<file path="config.mk">
export PLATFORM = sky130hd
export DESIGN_NAME = spi_slave_ctrl
export DESIGN_NICKNAME = d
export VERILOG_FILES = /design/src/rtl/spi_slave_ctrl.sv
export SDC_FILE = /design/constraint.sdc
export NUM_CORES = 1
export LEC_CHECK = 0
export CAP_MARGIN = 20
export CORE_MARGIN = 3
export CORE_UTILIZATION = 54
export DETAILED_ROUTE_END_ITERATION = 10
export PLACE_DENSITY = 0.8
export SLEW_MARGIN = 20
export SYNTH_ARGS = -nofsm -noshare
export SYNTH_HDL_FRONTEND = slang
export SYNTH_SLANG_ARGS = --single-unit
</file>
<file path="constraint.sdc">
create_clock -name clk -period 2.7 [get_ports clk]
set_input_delay 0.54 -clock clk [delete_from_list [all_inputs] [get_ports clk]]
set_output_delay 0.54 -clock clk [all_outputs]
set_load 0.005 [all_outputs]
</file>
<file path="src/rtl/spi_slave_ctrl.sv">
// spi_slave_ctrl: frames SPI slave-select periods into words, buffers received
// words in an RX FIFO and presents the host TX word to the front end.
module spi_slave_ctrl #(
  parameter int DATA_W   = 8,
  parameter int RX_DEPTH = 4,
  parameter int CNT_W    = 16
) (
  input  logic                      clk,
  input  logic                      rst,
  input  logic                      sclk,
  input  logic                      ss,
  input  logic [DATA_W-1:0]         fe_data_out,
  input  logic                      fe_ss_pos_edge,
  input  logic                      fe_ss_neg_edge,
  output logic [DATA_W-1:0]         fe_data_in,
  output logic [DATA_W-1:0]         rx_data,
  output logic                      rx_valid,
  input  logic                      rx_ready,
  output logic [$clog2(RX_DEPTH):0] rx_level,
  input  logic [DATA_W-1:0]         tx_data,
  input  logic                      tx_valid,
  output logic                      tx_ready,
  output logic                      busy,
  output logic                      frame_done,
  output logic [CNT_W-1:0]          frame_words,
  output logic                      rx_overflow,
  output logic                      tx_underrun,
  output logic                      frame_err,
  input  logic                      clr_err
);
  localparam int AW = $clog2(RX_DEPTH);
  localparam int BW = (DATA_W > 1) ? $clog2(DATA_W) : 1;
  localparam logic [BW-1:0] LAST_BIT = BW'(DATA_W - 1);
  localparam logic [AW:0]   FULL_LVL = (AW+1)'(RX_DEPTH);

  typedef enum logic [1:0] {S_IDLE, S_ACTIVE, S_END} state_t;

  state_t              r_state;
  logic [2:0]          r_sclk_s;
  logic [BW-1:0]       r_bit_cnt;
  logic [CNT_W-1:0]    r_word_cnt;
  logic                r_cap;
  logic                r_busy;
  logic                r_frame_done;
  logic [CNT_W-1:0]    r_frame_words;
  logic [DATA_W-1:0]   r_mem [RX_DEPTH];
  logic [AW-1:0]       r_wr_ptr;
  logic [AW-1:0]       r_rd_ptr;
  logic [AW:0]         r_count;
  logic [DATA_W-1:0]   r_tx_hold;
  logic                r_tx_full;
  logic                r_ovf;
  logic                r_udr;
  logic                r_ferr;

  logic w_sclk_rise, w_tick, w_word_done;
  logic w_full, w_pop, w_push_ok, w_set_ovf;
  logic w_tx_load, w_set_udr, w_set_ferr;

  // sclk_rise lines up with the front end's shift cycle
  assign w_sclk_rise = ~r_sclk_s[2] & r_sclk_s[1];
  assign w_tick      = (r_state == S_ACTIVE) & ~ss & w_sclk_rise;
  assign w_word_done = w_tick & (r_bit_cnt == LAST_BIT);

  assign w_full    = (r_count == FULL_LVL);
  assign w_pop     = (r_count != '0) & rx_ready;
  assign w_push_ok = r_cap & (~w_full | w_pop);
  assign w_set_ovf = r_cap & w_full & ~w_pop;

  assign w_tx_load  = tx_valid & ~r_tx_full;
  assign w_set_udr  = w_word_done & ~r_tx_full;
  assign w_set_ferr = (r_state == S_ACTIVE) &
                      (fe_ss_neg_edge | (fe_ss_pos_edge & (r_bit_cnt != '0)));

  always_ff @(posedge clk or negedge rst) begin
    if (!rst) r_sclk_s <= '0;
    else      r_sclk_s <= {r_sclk_s[1:0], sclk};
  end

  always_ff @(posedge clk or negedge rst) begin
    if (!rst) begin
      r_state       <= S_IDLE;
      r_bit_cnt     <= '0;
      r_word_cnt    <= '0;
      r_cap         <= 1'b0;
      r_busy        <= 1'b0;
      r_frame_done  <= 1'b0;
      r_frame_words <= '0;
    end else begin
      r_cap <= w_word_done;
      case (r_state)
        S_IDLE: begin
          if (fe_ss_neg_edge) begin
            r_state    <= S_ACTIVE;
            r_busy     <= 1'b1;
            r_bit_cnt  <= '0;
            r_word_cnt <= '0;
          end
        end
        S_ACTIVE: begin
          if (fe_ss_pos_edge) begin
            r_state      <= S_END;
            r_busy       <= 1'b0;
            r_frame_done <= 1'b1;
          end else if (fe_ss_neg_edge) begin
            r_bit_cnt  <= '0;
            r_word_cnt <= '0;
          end else if (w_tick) begin
            r_bit_cnt <= (r_bit_cnt == LAST_BIT) ? '0 : r_bit_cnt + 1'b1;
            if (w_word_done && (r_word_cnt != '1))
              r_word_cnt <= r_word_cnt + 1'b1;
          end
        end
        default: begin
          r_state       <= S_IDLE;
          r_frame_done  <= 1'b0;
          r_frame_words <= r_word_cnt;
        end
      endcase
    end
  end

  // A push on a full FIFO is accepted when the head is popped in the same cycle
  always_ff @(posedge clk or negedge rst) begin
    if (!rst) begin
      for (int unsigned i = 0; i < unsigned'(RX_DEPTH); i++) r_mem[i] <= '0;
      r_wr_ptr <= '0;
      r_rd_ptr <= '0;
      r_count  <= '0;
    end else begin
      if (w_push_ok) begin
        r_mem[r_wr_ptr] <= fe_data_out;
        r_wr_ptr        <= r_wr_ptr + 1'b1;
      end
      if (w_pop) r_rd_ptr <= r_rd_ptr + 1'b1;
      if (w_push_ok && !w_pop)      r_count <= r_count + 1'b1;
      else if (!w_push_ok && w_pop) r_count <= r_count - 1'b1;
    end
  end

  always_ff @(posedge clk or negedge rst) begin
    if (!rst) begin
      r_tx_hold <= '0;
      r_tx_full <= 1'b0;
    end else if (w_tx_load) begin
      r_tx_hold <= tx_data;
      r_tx_full <= 1'b1;
    end else if (w_word_done && r_tx_full) begin
      r_tx_full <= 1'b0;
    end
  end

  always_ff @(posedge clk or negedge rst) begin
    if (!rst) begin
      r_ovf  <= 1'b0;
      r_udr  <= 1'b0;
      r_ferr <= 1'b0;
    end else begin
      r_ovf  <= (r_ovf  & ~clr_err) | w_set_ovf;
      r_udr  <= (r_udr  & ~clr_err) | w_set_udr;
      r_ferr <= (r_ferr & ~clr_err) | w_set_ferr;
    end
  end

  assign fe_data_in  = r_tx_hold;
  assign rx_data     = r_mem[r_rd_ptr];
  assign rx_valid    = (r_count != '0);
  assign rx_level    = r_count;
  assign tx_ready    = ~r_tx_full;
  assign busy        = r_busy;
  assign frame_done  = r_frame_done;
  assign frame_words = r_frame_words;
  assign rx_overflow = r_ovf;
  assign tx_underrun = r_udr;
  assign frame_err   = r_ferr;
endmodule

</file>
[After elaboration in Yosys (flattened, before gate mapping)]
Index checks and enable logic that the tools add are counted.
Cells by class
  bitwise logic cells: 29
  mux-type cells: 30
  reductions and logical operators: 19
  $lt $le $gt $ge: 3
  $add $sub $neg: 6
  equal/unequal tests: 9
Operator list (count)
  two-way mux 16 bit: 5
  bitwise mux 32 bit: 1
  one-hot mux 16 bit (2 select lines): 1
  two-way mux 8 bit: 3
  two-way mux 3 bit: 7
  adder 16 x 1 -> 16 bit (second input constant): 1
  binary-select mux 8 bit (select 2 bit): 1
  demux 8 bit (select 2 bit): 1
  != test 16 bit (second input constant): 1
  AND 1 bit: 15
  NOT 1 bit: 7
  adder 3 x 1 -> 3 bit (second input constant): 2
  equality test 3 bit (second input constant): 2
  >= comparator 3 bit (second input constant): 2
  != test 2 bit (second input constant): 3
  NOT 2 -> 3 bit: 2
  one-hot mux 3 bit (2 select lines): 1
  nonzero test 2 bit: 3
  nonzero test 3 bit: 2
  logical AND 1 bit: 5
  two-way mux 1 bit: 5
  OR 1 bit: 5
  AND reduction 5 bit: 1
  adder 2 x 1 -> 2 bit (second input constant): 2
  14 further kinds: 18
Storage, ports and cells
  bits in registers: 94
  logic and storage cells: 116
  input bits: 25

[Longest topological paths before layout]
Gate-level depths: netlist (run 1).
  depth after elaboration: 10
  depth in mapped cells: 9
  depth with buffers taken out: 8

[Least setup slack after synthesis (run 1)]
Ideal clock, no wire load.
  path type: input to register
  start: input rx_ready
  end: register r_count[1], in the netlist rx_level[1]
  slack: 563 ps
  path buffers: 1
  data arrival time: 2012 ps
  library setup time: 125 ps
  stages on the path: 7
  cells stage by stage: nor4b_1 > nor2b_1 > clkbuf_1 > ha_1 > inv_1 > fa_1 > mux2_2
On the way
  cells in the longest elaborated chain, start to end: 6
Ends and longest elaborated chain
  start: declaration: line 18  | input logic rx_ready,
  AND 1 bit *: line 66  | assign w_pop = (r_count != '0) & rx_ready;
  OR 1 bit *: line 67  | assign w_push_ok = r_cap & (~w_full | w_pop);
  AND 1 bit *: line 67
  net w_push_ok: line 57  | logic w_full, w_pop, w_push_ok, w_set_ovf;
  logical NOT 1 bit: line 137  | else if (!w_push_ok && w_pop) r_count <= r_count - 1'b1;
  logical AND 1 bit: line 137
  nonzero test 2 bit (no source line)
  end signal: assignment: line 136  | if (w_push_ok && !w_pop) r_count <= r_count + 1'b1;
  end signal: assignment: line 137
  end: declaration: line 49  | logic [AW:0] r_count;
The timed path passes the listed nets; every way through them passes the cells marked *.
A chain may end at the register's enable or synchronous reset.

[Worst setup path in the final report (run 1)]
  start: register r_rd_ptr[0]
  end: output rx_data[1]
On the way
  cells in the longest elaborated chain, start to end: 4
Ends and longest elaborated chain
  start: declaration: line 48  | logic [AW-1:0] r_rd_ptr;
  start signal: assignment: line 135  | if (w_pop) r_rd_ptr <= r_rd_ptr + 1'b1;
  NOT 2 -> 3 bit (implied by the code): line 166  | assign rx_data = r_mem[r_rd_ptr];
  binary-select mux 8 bit (select 2 bit): line 166
  two-way mux 8 bit (implied by the code) (2 in a row): line 166
  end: declaration: line 16  | output logic [DATA_W-1:0] rx_data,
No other way between the ends. The select of a mux whose other input is x is not followed.

==> results.cfg, run 1 <==
[finish]
diodes = 0
area_delta_synth_final_pct = 23.53
final_cell_count_no_fill = 520
fin_nets = 451
drive_gt1_frac = 0.2304

[hold_path]
hp-class = in -> async

[detailed_routing]
drt_iter0_markers = 268
drtAntennaViolNets = 0
maxUsedRoutingLayer = met4
first_pass_iters = 4
vias = 3015
routed-wl-met3_um = 497
routed_wl_um = 8875
wl_per_cell_um = 17.07
dr_wl_met2_um = 4472
met1_length_um = 3828
viasPerCell = 5.798
drc = 0

[timing]
period_share = 0.9324
rsz0062_at_grt = no
worst_slack_ns = 0.1825
hold_violations = 0
fin_hold_ws_ns = 0.1510
finalCriticalPeriod_ns = 2.518
fmax_mhz = 397.2
fin_skew_ns = 0.009597
drv_slew = 0
worst_slew_margin_rel = 0.5415
final-setup-viol-count = 0
fin_setup_tns_ns = 0
tightest_slew_ns = 0.6877

[clock_tree]
cts.path.max_buffers = 2
cts_sinks = 94
cts_setup_buffers = 0
cts_tree = done
cts_buffers = 9
clock_latency_ns = 0.36
cts_htree_levels = 3
cts_root_buffer = clkbuf_8
cts.clk_slew.worst_paths_ns = 0.09
ctsHoldBuffers = 0
post_cts_resized = 0

[power]
p_per_area_nw_per_um2 = 636.5
clkPwrFrac = 0.271
p_leak_nw = 2.439
p_int_mw = 2.403
p_switching_uw = 987.9
p_comb_frac = 0.238
power_frac_seq = 0.491
peakVddDrop_v = 0.0004784
p_sw_frac = 0.2913

[yosys]
ys_seq_elements = 94
async_flop_share = 1.000
synth_ff_type = dfrtp_1
synth.distinct_cells = 47
netlist_area_um2 = 4313
synth_edf_count = 0
syn_inst = 342
syn_nets = 377
ys_seq_area_frac = 0.5454
syn_area_per_cell_um2 = 12.61
yosys_warnings = 0

[placement]
placed_cells = 504
place_ws_ns = 0.08123
hpwlAfterDp_um = 6309
portBuffers = 66
place_congestion = 0.8260

[global_route]
overflow = 0
antenna_found_initial = 0
grt_pass1_wl_um = 14800
grt_max_degree = 57
grt_pass1_vias = 3004
grt_use_total = 0.2122

[floorplan]
die_area_um2 = 9095
core_um2 = 7486
rows = 31
ioPinCount = 67
die_y_um = 95.37
start_util = 0.5761
die-width_um = 95.37

[run_status]
outcome = complete, no violations

[worst_setup_path]
endpoint = rx_data[1]
setup.worst_path.start = r_rd_ptr[0]$_DFFE_PN0P_
cp.arrival_ns = 1.98
worstSetupPathType = reg -> out
r2r.worst_path.cells = 7
timing.rr.start = r_bit_cnt[0]$_DFFE_PN0P_
crit_fanout = 9
rrSetupSlack_ns = 0.57
cp-end-kind = output pin
critPathLaunchType = flop
required_ns = 2.16
regToRegEndpoint = r_word_cnt[2]$_DFFE_PN0P_

[flow_run]
maxCapViolCount = 0
[sequential cells by signal, summed over array words and instances, names as in the netlist, 2 cells and up]
| name | cells |
|---|---|
| r_word_cnt | 16 |
| r_mem | 32 |
| r_state | 2 |
| fe_data_in | 8 |
| r_sclk_s | 3 |
| frame_words | 16 |
| r_bit_cnt | 3 |
| r_wr_ptr | 2 |
| r_rd_ptr | 2 |
| rx_level | 3 |
[kinds of logic after synthesis]
family	after synthesis	synth area share
simple gates	90	0.1195
compound gates	48	0.07311
fa+ha+maj	10	0.03075
mux	67	0.1952
buf+inv	27	0.02379
flops	94	0.5454
xor+xnor	6	0.01218
[how the worst min path moves through the flow]
stage / from / end / cells after the start
floorplan: rst / busy$_DFFE_PN0P_ / 0
global placement: r_sclk_s[0]$_DFF_PN0_ / r_sclk_s[1]$_DFF_PN0_ / 0
detailed placement: r_sclk_s[0]$_DFF_PN0_ / r_sclk_s[1]$_DFF_PN0_ / 0
CTS: rst / frame_words[3]$_DFFE_PN0P_ / 1
global route: rst / r_word_cnt[2]$_DFFE_PN0P_ / 1
finish: rst / r_word_cnt[13]$_DFFE_PN0P_ / 1
[layout by cell type, fill, tap and decap left out, types with 4 or more instances in the layout]
cell type,n
and2_1,4
a21o_1,4
nand3_1,16
mux4_2,8
o21ai_1,11
buf_4,9
o21ai_0,5
clkdlybuf4s50_1,65
inv_1,15
and3_1,6
nand2b_1,4
nand2_1,29
mux2_2,57
xnor2_1,4
dfrtp_1,94
ha_1,9
nor2_1,6
clkbuf_8,9
a21oi_1,7
o211ai_1,7
[layout make-up]
cell class / instances / area [um2]
clock buffers: 9 / 123.9
clock inverters: 7 / 75.07
fillers: 538 / 2158
inverters: 15 / 56.30
multi-input cells: 221 / 1858
flip-flops and latches: 94 / 2352
well taps: 99 / 123.9
repair buffers: 75 / 738.2
[synth_stat cells, types with 3 or more instances]
master    instances  share of area
clkbuf_1         10         0.0087
a41oi_1           3         0.0061
mux4_2            8          0.042
nor2_1            6         0.0052
o211ai_1          7          0.012
nand4_1           3         0.0044
inv_1            15          0.013
and2_1            4         0.0058
xnor2_1           4         0.0081
ha_1              9          0.026
nand2_1          29          0.025
mux2_2           57           0.15
a21o_1            4         0.0070
nand2b_1          4         0.0058
a21oi_1           7         0.0081
and3_1            6         0.0087
nor2b_1           3         0.0044
o21ai_1          11          0.013
dfrtp_1          94           0.55
nand3_1          16          0.019
o21ai_0           5         0.0058
[through the flow]
step | utilization | total power, mW | instance area (um2)
floorplan | - | 2.089 | 4313
global placement | 0.6851 | 2.473 | 5129
detailed placement | 0.6851 | 2.510 | 5129
CTS | 0.7117 | 3.423 | 5328
global route | 0.7117 | 3.576 | 5328
finish | 0.7117 | 3.391 | 5328
[critical path, cell delays in order, from the launching register on]
cell             delay [ns]
dfrtp_1                0.35
buf_4                  0.23
mux4_2                 0.53
clkdlybuf4s50_1        0.50
[power groups by stage]
stage               Clock [mW]  Sequential [mW]  Combinational [mW]
CTS                      0.938             1.67               0.818
global route             0.993             1.69               0.895
floorplan                    0             1.66               0.433
finish                   0.920             1.66               0.807
global placement             0             1.69               0.786
detailed placement           0             1.70               0.814
[layer usage]
layer	up-vias	global-route usage
li1	1392	-
met1	1519	0.2947
met2	98	0.3329
met3	6	0.05762
met4	0	0.05569
met5	-	0
Note: power is estimated with default switching activity, not from simulation.
==> inputs of run 2 (changes only) <==
--- a/config.mk
+++ b/config.mk
@@ -5,11 +5,12 @@
 export SDC_FILE = /design/constraint.sdc
 export NUM_CORES = 1
 export LEC_CHECK = 0
+export ABC_AREA = 1
 export CAP_MARGIN = 20
 export CORE_MARGIN = 3
 export CORE_UTILIZATION = 54
 export DETAILED_ROUTE_END_ITERATION = 10
-export PLACE_DENSITY = 0.8
+export PLACE_DENSITY = 0.79
 export SLEW_MARGIN = 20
 export SYNTH_ARGS = -nofsm -noshare
 export SYNTH_HDL_FRONTEND = slang
==> run 2 against run 1 <==
  * Total power increased by 13%
  * Synthesized cell count is 56% higher
  * Highest routed layer unchanged
  * Critical path depth rose by 1
  * Wire length up 16%
  * Utilization decreased by 2.1 points
  * Setup slack gained 0.021 ns
  * Fmax is 0.86% higher
  * Global-route usage increased by 1.4 points
  * Via count increased by 24%
  * Die area is 5.5% higher
==> results.cfg, run 2 <==
[floorplan]
die_area_um2 = 9591
start_util = 0.5729
die_y_um = 97.94
rows = 32
ioPinCount = 67
core_um2 = 7968
die-width_um = 97.94

[run_status]
outcome = complete, no violations

[yosys]
synth_ff_type = dfrtp_1
ys_seq_area_frac = 0.5154
yosysTopAreaCellShare = 0.5154
ys_seq_elements = 94
netlist_area_um2 = 4564
syn_nets = 567
yosys_warnings = 0
synth_top_area_cell = dfrtp_1
yosysMostFrequentCell = nand2_1
synth_top_cells_by_count = nand2_1, dfrtp_1, o21ai_0, nor2_1, inv_1
synth.distinct_cells = 35
syn_area_per_cell_um2 = 8.580
synth_edf_count = 0
yosys-top-cells-area = dfrtp_1, nand2_1, o21ai_0
syn_inst = 532
async_flop_share = 1.000

[timing]
fin_skew_ns = 0.01111
fmax_mhz = 400.6
rsz0062_at_grt = no
finalCriticalPeriod_ns = 2.496
final-setup-viol-count = 0
period_share = 0.9245
fin_setup_tns_ns = 0
tightest_slew_ns = 0.5749
drv_slew = 0
worst_slew_margin_rel = 0.6167
hold_violations = 0

[finish]
drive_gt1_frac = 0.09121
postLayoutCellArea_um2 = 5503
regMostFlops = r_mem
area_delta_synth_final_pct = 20.56
diodes = 0
final_common_cell = nand2_1
nFillCells = 643
largest_reg_flops = 32
seq_area_um2 = 2352
fin_nets = 633
multi_input_area_um2 = 1943
final_cell_mix = nand2_1, dfrtp_1, o21ai_0

[global_route]
grt_pass1_vias = 3751
grt_max_degree = 52
grt_pass1_wl_um = 17900
antenna_found_initial = 0
grt_use_total = 0.2263
overflow = 0

[clock_tree]
cts_root_buffer = clkbuf_8
cts_buffers = 9
cts_tree = done
cts_setup_buffers = 0
ctsHoldBuffers = 0
cts.clk_slew.worst_paths_ns = 0.09
post_cts_resized = 0
clock_latency_ns = 0.36
cts_sinks = 94
cts_htree_levels = 3
cts.path.max_buffers = 2

[worst_setup_path]
cpMaxStageDelayCell = clkdlybuf4s50_1
timing.rr.start = rx_level[1]$_DFFE_PN0P_
critPathMaxStageDelay_ns = 0.52
crit_fanout = 17
critical-path-top-delay-family = buffers and inverters
rrSetupSlack_ns = 0.60
endpoint = rx_data[4]
cp.arrival_ns = 1.96
cp-end-kind = output pin
path_cells = inv_1, o21ai_0, o22ai_1, clkdlybuf4s50_1
required_ns = 2.16
setup.worst_path.start = r_rd_ptr[0]$_DFFE_PN0P_
critPathLaunchType = flop
cp.depth = 4
regToRegEndpoint = rx_level[1]$_DFFE_PN0P_
cp_num_buf_inv = 2
worstSetupPathType = reg -> out
r2r.worst_path.cells = 10

[power]
p_leak_nw = 2.684
p_per_area_nw_per_um2 = 693.8
peakVddDrop_v = 0.0004326

[placement]
portBuffers = 66
place_congestion = 0.8582
placed_area_um2 = 5303
hpwlAfterDp_um = 7530

[detailed_routing]
vias = 3732
drc = 0
routed_wl_um = 10250
first_pass_iters = 5
drtAntennaViolNets = 0
viasPerCell = 5.294
wl_per_cell_um = 14.54
drt_iter0_markers = 179

[flow_run]
maxCapViolCount = 0

[hold_path]
hp-class = in -> async
run 2: cell count changes in the layout (fill, tap and decap cells not counted), moves of 8 or more:
cell,delta
inv_1,+26
o21ai_0,+66
nor2_1,+41
nand3_1,+15
o21ai_1,-11
mux2_2,-48
mux4_2,-8
nand2_1,+124
run 2: worst min path at each step:
stage	from	endpoint	slack (ns)	depth (start not counted)
after detailed placement	r_sclk_s[0]$_DFF_PN0_	r_sclk_s[1]$_DFF_PN0_	0.34	0
final	rst	rx_level[0]$_DFFE_PN0P_	0.17	1
after global routing	rst	rx_level[1]$_DFFE_PN0P_	0.20	1
after CTS	rst	rx_level[0]$_DFFE_PN0P_	0.19	1
after global placement	r_sclk_s[0]$_DFF_PN0_	r_sclk_s[1]$_DFF_PN0_	0.33	0
after floorplan	rst	busy$_DFFE_PN0P_	0.24	0
run 2: power breakdown:
| part | switching (mW) | internal, mW | leakage [nW] |
|---|---|---|---|
| logic | 0.584 | 0.599 | 1.32 |
| clock network | 0.492 | 0.460 | 0.0972 |
| registers | 0.124 | 1.56 | 1.26 |
| total | 1.20 | 2.62 | 2.68 |
run 2: final cells by class:
| class | count | area share |
|---|---|---|
| flip-flops and latches | 94 | 0.4275 |
| multi-input cells | 377 | 0.3531 |
| repair buffers | 71 | 0.1287 |
| inverters | 45 | 0.03115 |
| clock buffers | 12 | 0.02638 |
| well taps | 102 | 0.02319 |
| clock inverters | 4 | 0.01000 |
run 2: metal layers:
metal,vias up,global-route usage,part of all wire
met5,-,0,0
met4,0,0.07455,0.016
met3,15,0.04143,0.044
met2,95,0.3764,0.50
met1,1763,0.3006,0.44
li1,1859,-,-
run 2: kinds of logic after synthesis:
family	Yosys count	share of synthesized area
AO/OA/AOI/OAI	91	0.1088
XOR/XNOR	7	0.01343
adder cells (fa/ha/maj)	10	0.02906
buffers and inverters	61	0.05894
flip-flops	94	0.5154
multiplexers	9	0.02220
AND/OR/NAND/NOR	260	0.2522
run 2: stage by stage:
stage	worst slack, ns	cells	hold slack [ns]	total power, mW	util
3_3_place_gp	0.2947	689	0.3336	2.855	0.6655
6_report	0.2039	705	0.1711	3.818	0.6906
3_5_place_dp	0.2328	689	0.3379	2.898	0.6655
4_1_cts	0.1812	705	0.1860	3.845	0.6906
5_1_grt	0.03772	705	0.2048	4.052	0.6906
2_1_floorplan	0.5562	532	0.2444	2.298	-
==> edit: new RTL, settings of run 1 <==
Encoding of `state_t`: now one-hot (3 bits for 3 states).
--- a/src/rtl/spi_slave_ctrl.sv
+++ b/src/rtl/spi_slave_ctrl.sv
@@ -33,7 +33,7 @@
   localparam logic [BW-1:0] LAST_BIT = BW'(DATA_W - 1);
   localparam logic [AW:0]   FULL_LVL = (AW+1)'(RX_DEPTH);
 
-  typedef enum logic [1:0] {S_IDLE, S_ACTIVE, S_END} state_t;
+  typedef enum logic [2:0] {S_IDLE = 3'b001, S_ACTIVE = 3'b010, S_END = 3'b100} state_t;
 
   state_t              r_state;
   logic [2:0]          r_sclk_s;
Function: no difference found for any inputs over 10 cycles, from zero or initial values and one cycle with rst low; not proved beyond that.
==> edit against run 1 <==
  * Total power decreased by 3.5%
  * Sequential power decreased by 5%
  * Synthesized cell count decreased by 2.3%
  * Sequential cell count increased by 1
  * Wire length decreased by 4.1%
  * Critical path depth unchanged
  * Design area increased by 1.8%
  * Area after synthesis increased by 1.2%
  * Clock power increased by 24%
  * Worst hold slack improved by 0.055 ns
  * Worst setup slack got worse by 0.0069 ns
  * Critical path type unchanged
  * Largest cell class unchanged
  * Largest power group unchanged
==> edit: results (changes against run 1) <==
[run_status]
status = complete, no violations  ; unchanged

[detailed_routing]
detail_route.wl_per_cell_um = 16.4  ; was 17.1 um
drt_iter0_markers = 201  ; was 268
viasPerCell = 5.67  ; was 5.80
final_antenna_net_count = 0  ; unchanged
drt_pass1_iterations = 7  ; was 4

[logic_synthesis]
synth_cell_type_count = 55  ; was 47
yosysSeqAreaShare = 0.545  ; about the same
yosys-top-cells-count = 94 x dfrtp_1, 56 x mux2_2, 27 x nand2_1  ; was 94 x dfrtp_1, 57 x mux2_2, 29 x nand2_1
syn-num-nets = 369  ; was 377
async_flop_share = 1.00  ; unchanged
yosys_warnings = 0  ; unchanged
ys_top_cells_by_area = dfrtp_1 54%, mux2_2 14%, mux4_2 4.1%, ha_1 2.6%, nand2_1 2.3%  ; was dfrtp_1 55%, mux2_2 15%, mux4_2 4.2%, ha_1 2.6%, nand2_1 2.5%
syn_area_per_cell_sq_um = 13.1  ; was 12.6 sq um

[clocking]
cts.clk_slew.worst_paths_ns = 0.10
cts_root_buf = clkbuf_8  ; unchanged
h-tree-depth = 3  ; unchanged
cts_resized = 0  ; unchanged
clk_latency_ns = 0.35
cts_setup_buffers = 0  ; unchanged
cts_buffer_depth = 2  ; unchanged
cts_inserted_buffers = 9  ; unchanged

[timing]
drv_slew = 0  ; unchanged
fin_skew_ns = 0.0124  ; was 0.00960 ns
slew_headroom = 0.576  ; was 0.542

[worst_hold_path]
hold_path.class = input port to asynchronous set/reset pin  ; unchanged

[power]
p_sw_uw = 834  ; was 988 uW
vdd_ir_drop_max_v = 0.000357  ; was 0.000478 V
leakagePower_nw = 2.52  ; was 2.44 nW

[final_layout]
nets = 446  ; was 451
largest_register_ffs = 32  ; unchanged
largest_register = r_mem  ; unchanged
antennaDiodeCount = 0  ; unchanged
fin_cells = 518  ; was 520
drive_gt1_frac = 0.250  ; was 0.230

[global_route]
antenna_found_initial = 0  ; unchanged
grt_usage = 0.200  ; was 0.212
grt_max_degree = 51  ; was 57
grt_overflow = 0  ; unchanged
grt_pass1_vias = 2918  ; was 3004
grt_pass1_wl_um = 14300  ; was 14800 um

[placement]
place_inst = 502  ; was 504
gp_congestion = 0.873  ; was 0.826
post-dp-hpwl_um = 6110  ; was 6310 um
portBuffers = 66  ; unchanged

[job]
maxCapViolations = 0  ; unchanged

[worst_setup_path]
crit_fanout = 8  ; was 9
reg2reg_depth = 8  ; was 7
cp.arrival_ns = 1.98  ; about the same

## edit: changes by cell type after synthesis, moves of 5 or more
cell,before,now
o31ai_1,1,6
clkbuf_1,10,3
o211ai_1,7,2
a31oi_1,1,7
nor2_1,6,1
inv_1,15,10
## edit: kinds of logic (layout without fill, tap and decap cells)
| logic type | Yosys count | count (layout) | share of synthesized area |
|---|---|---|---|
| mux | 68 | 68 | 0.196 |
| xor+xnor | 6 | 6 | 0.0120 |
| compound gates | 48 | 48 | 0.0714 |
| fa+ha+maj | 10 | 10 | 0.0304 |
| buf+inv | 23 | 105 | 0.0272 |
| simple gates | 84 | 84 | 0.118 |
| flops | 95 | 95 | 0.545 |
## edit: power groups by stage
stage	sequential, mW	combinational, mW	clock [mW]
3_5_place_dp	1.60	0.571	0
6_report	1.57	0.565	1.14
2_1_floorplan	1.59	0.305	0
4_1_cts	1.57	0.572	1.15
5_1_grt	1.59	0.620	1.22
3_3_place_gp	1.59	0.557	0
## edit: per-layer routing
layer / track usage / part of all wire / wire, um / up-vias
met1: 0.286 / 0.46 / 3870 / 1464
met5: 0 / 0 / 0 / -
met3: 0.0399 / 0.049 / 414 / 12
li1: - / - / - / 1381
met4: 0.0581 / 0.0095 / 81 / 0
met2: 0.313 / 0.49 / 4140 / 81
## edit: final cells by class
cell class,instances,area (sq um)
Sequential cell,95,2380
Fill cell,567,2340
Multi-Input combinational cell,216,1870
Timing Repair Buffer,78,761
Tap cell,102,128
Clock buffer,9,124
Clock inverter,7,124
Inverter,11,42.5
## edit: stage by stage
stage | worst slack (ns) | utilization | hold WS, ns | instance area (sq um)
2_1_floorplan | 0.563 | - | 0.244 | 4360
3_3_place_gp | 0.220 | 0.666 | 0.335 | 5170
3_5_place_dp | 0.145 | 0.666 | 0.339 | 5170
4_1_cts | 0.150 | 0.698 | 0.224 | 5420
5_1_grt | 0.0780 | 0.698 | 0.239 | 5420
6_report | 0.176 | 0.698 | 0.206 | 5420
## edit: path summary, 6_finish.rpt
| kind | start | endpoint | slack (ns) |
|---|---|---|---|
| min in group clk | r_sclk_s[0]$_DFF_PN0_ | r_sclk_s[1]$_DFF_PN0_ | 0.35 |
| min reg2reg | r_sclk_s[0]$_DFF_PN0_ | r_sclk_s[1]$_DFF_PN0_ | 0.35 |
| max in group asynchronous | rst | r_state[0]$_DFFE_PN1P_ | 1.76 |
| max reg2reg | rx_level[1]$_DFFE_PN0P_ | rx_level[2]$_DFFE_PN0P_ | 0.55 |
| max | r_rd_ptr[0]$_DFFE_PN0P_ | rx_data[5] | 0.18 |
| min | rst | frame_words[6]$_DFFE_PN0P_ | 0.21 |
## edit: critical path, cell delays in order (launching register included)
cell and delay, ns:
dfrtp_1 0.40, buf_4 0.23, mux4_2 0.53, clkdlybuf4s50_1 0.46
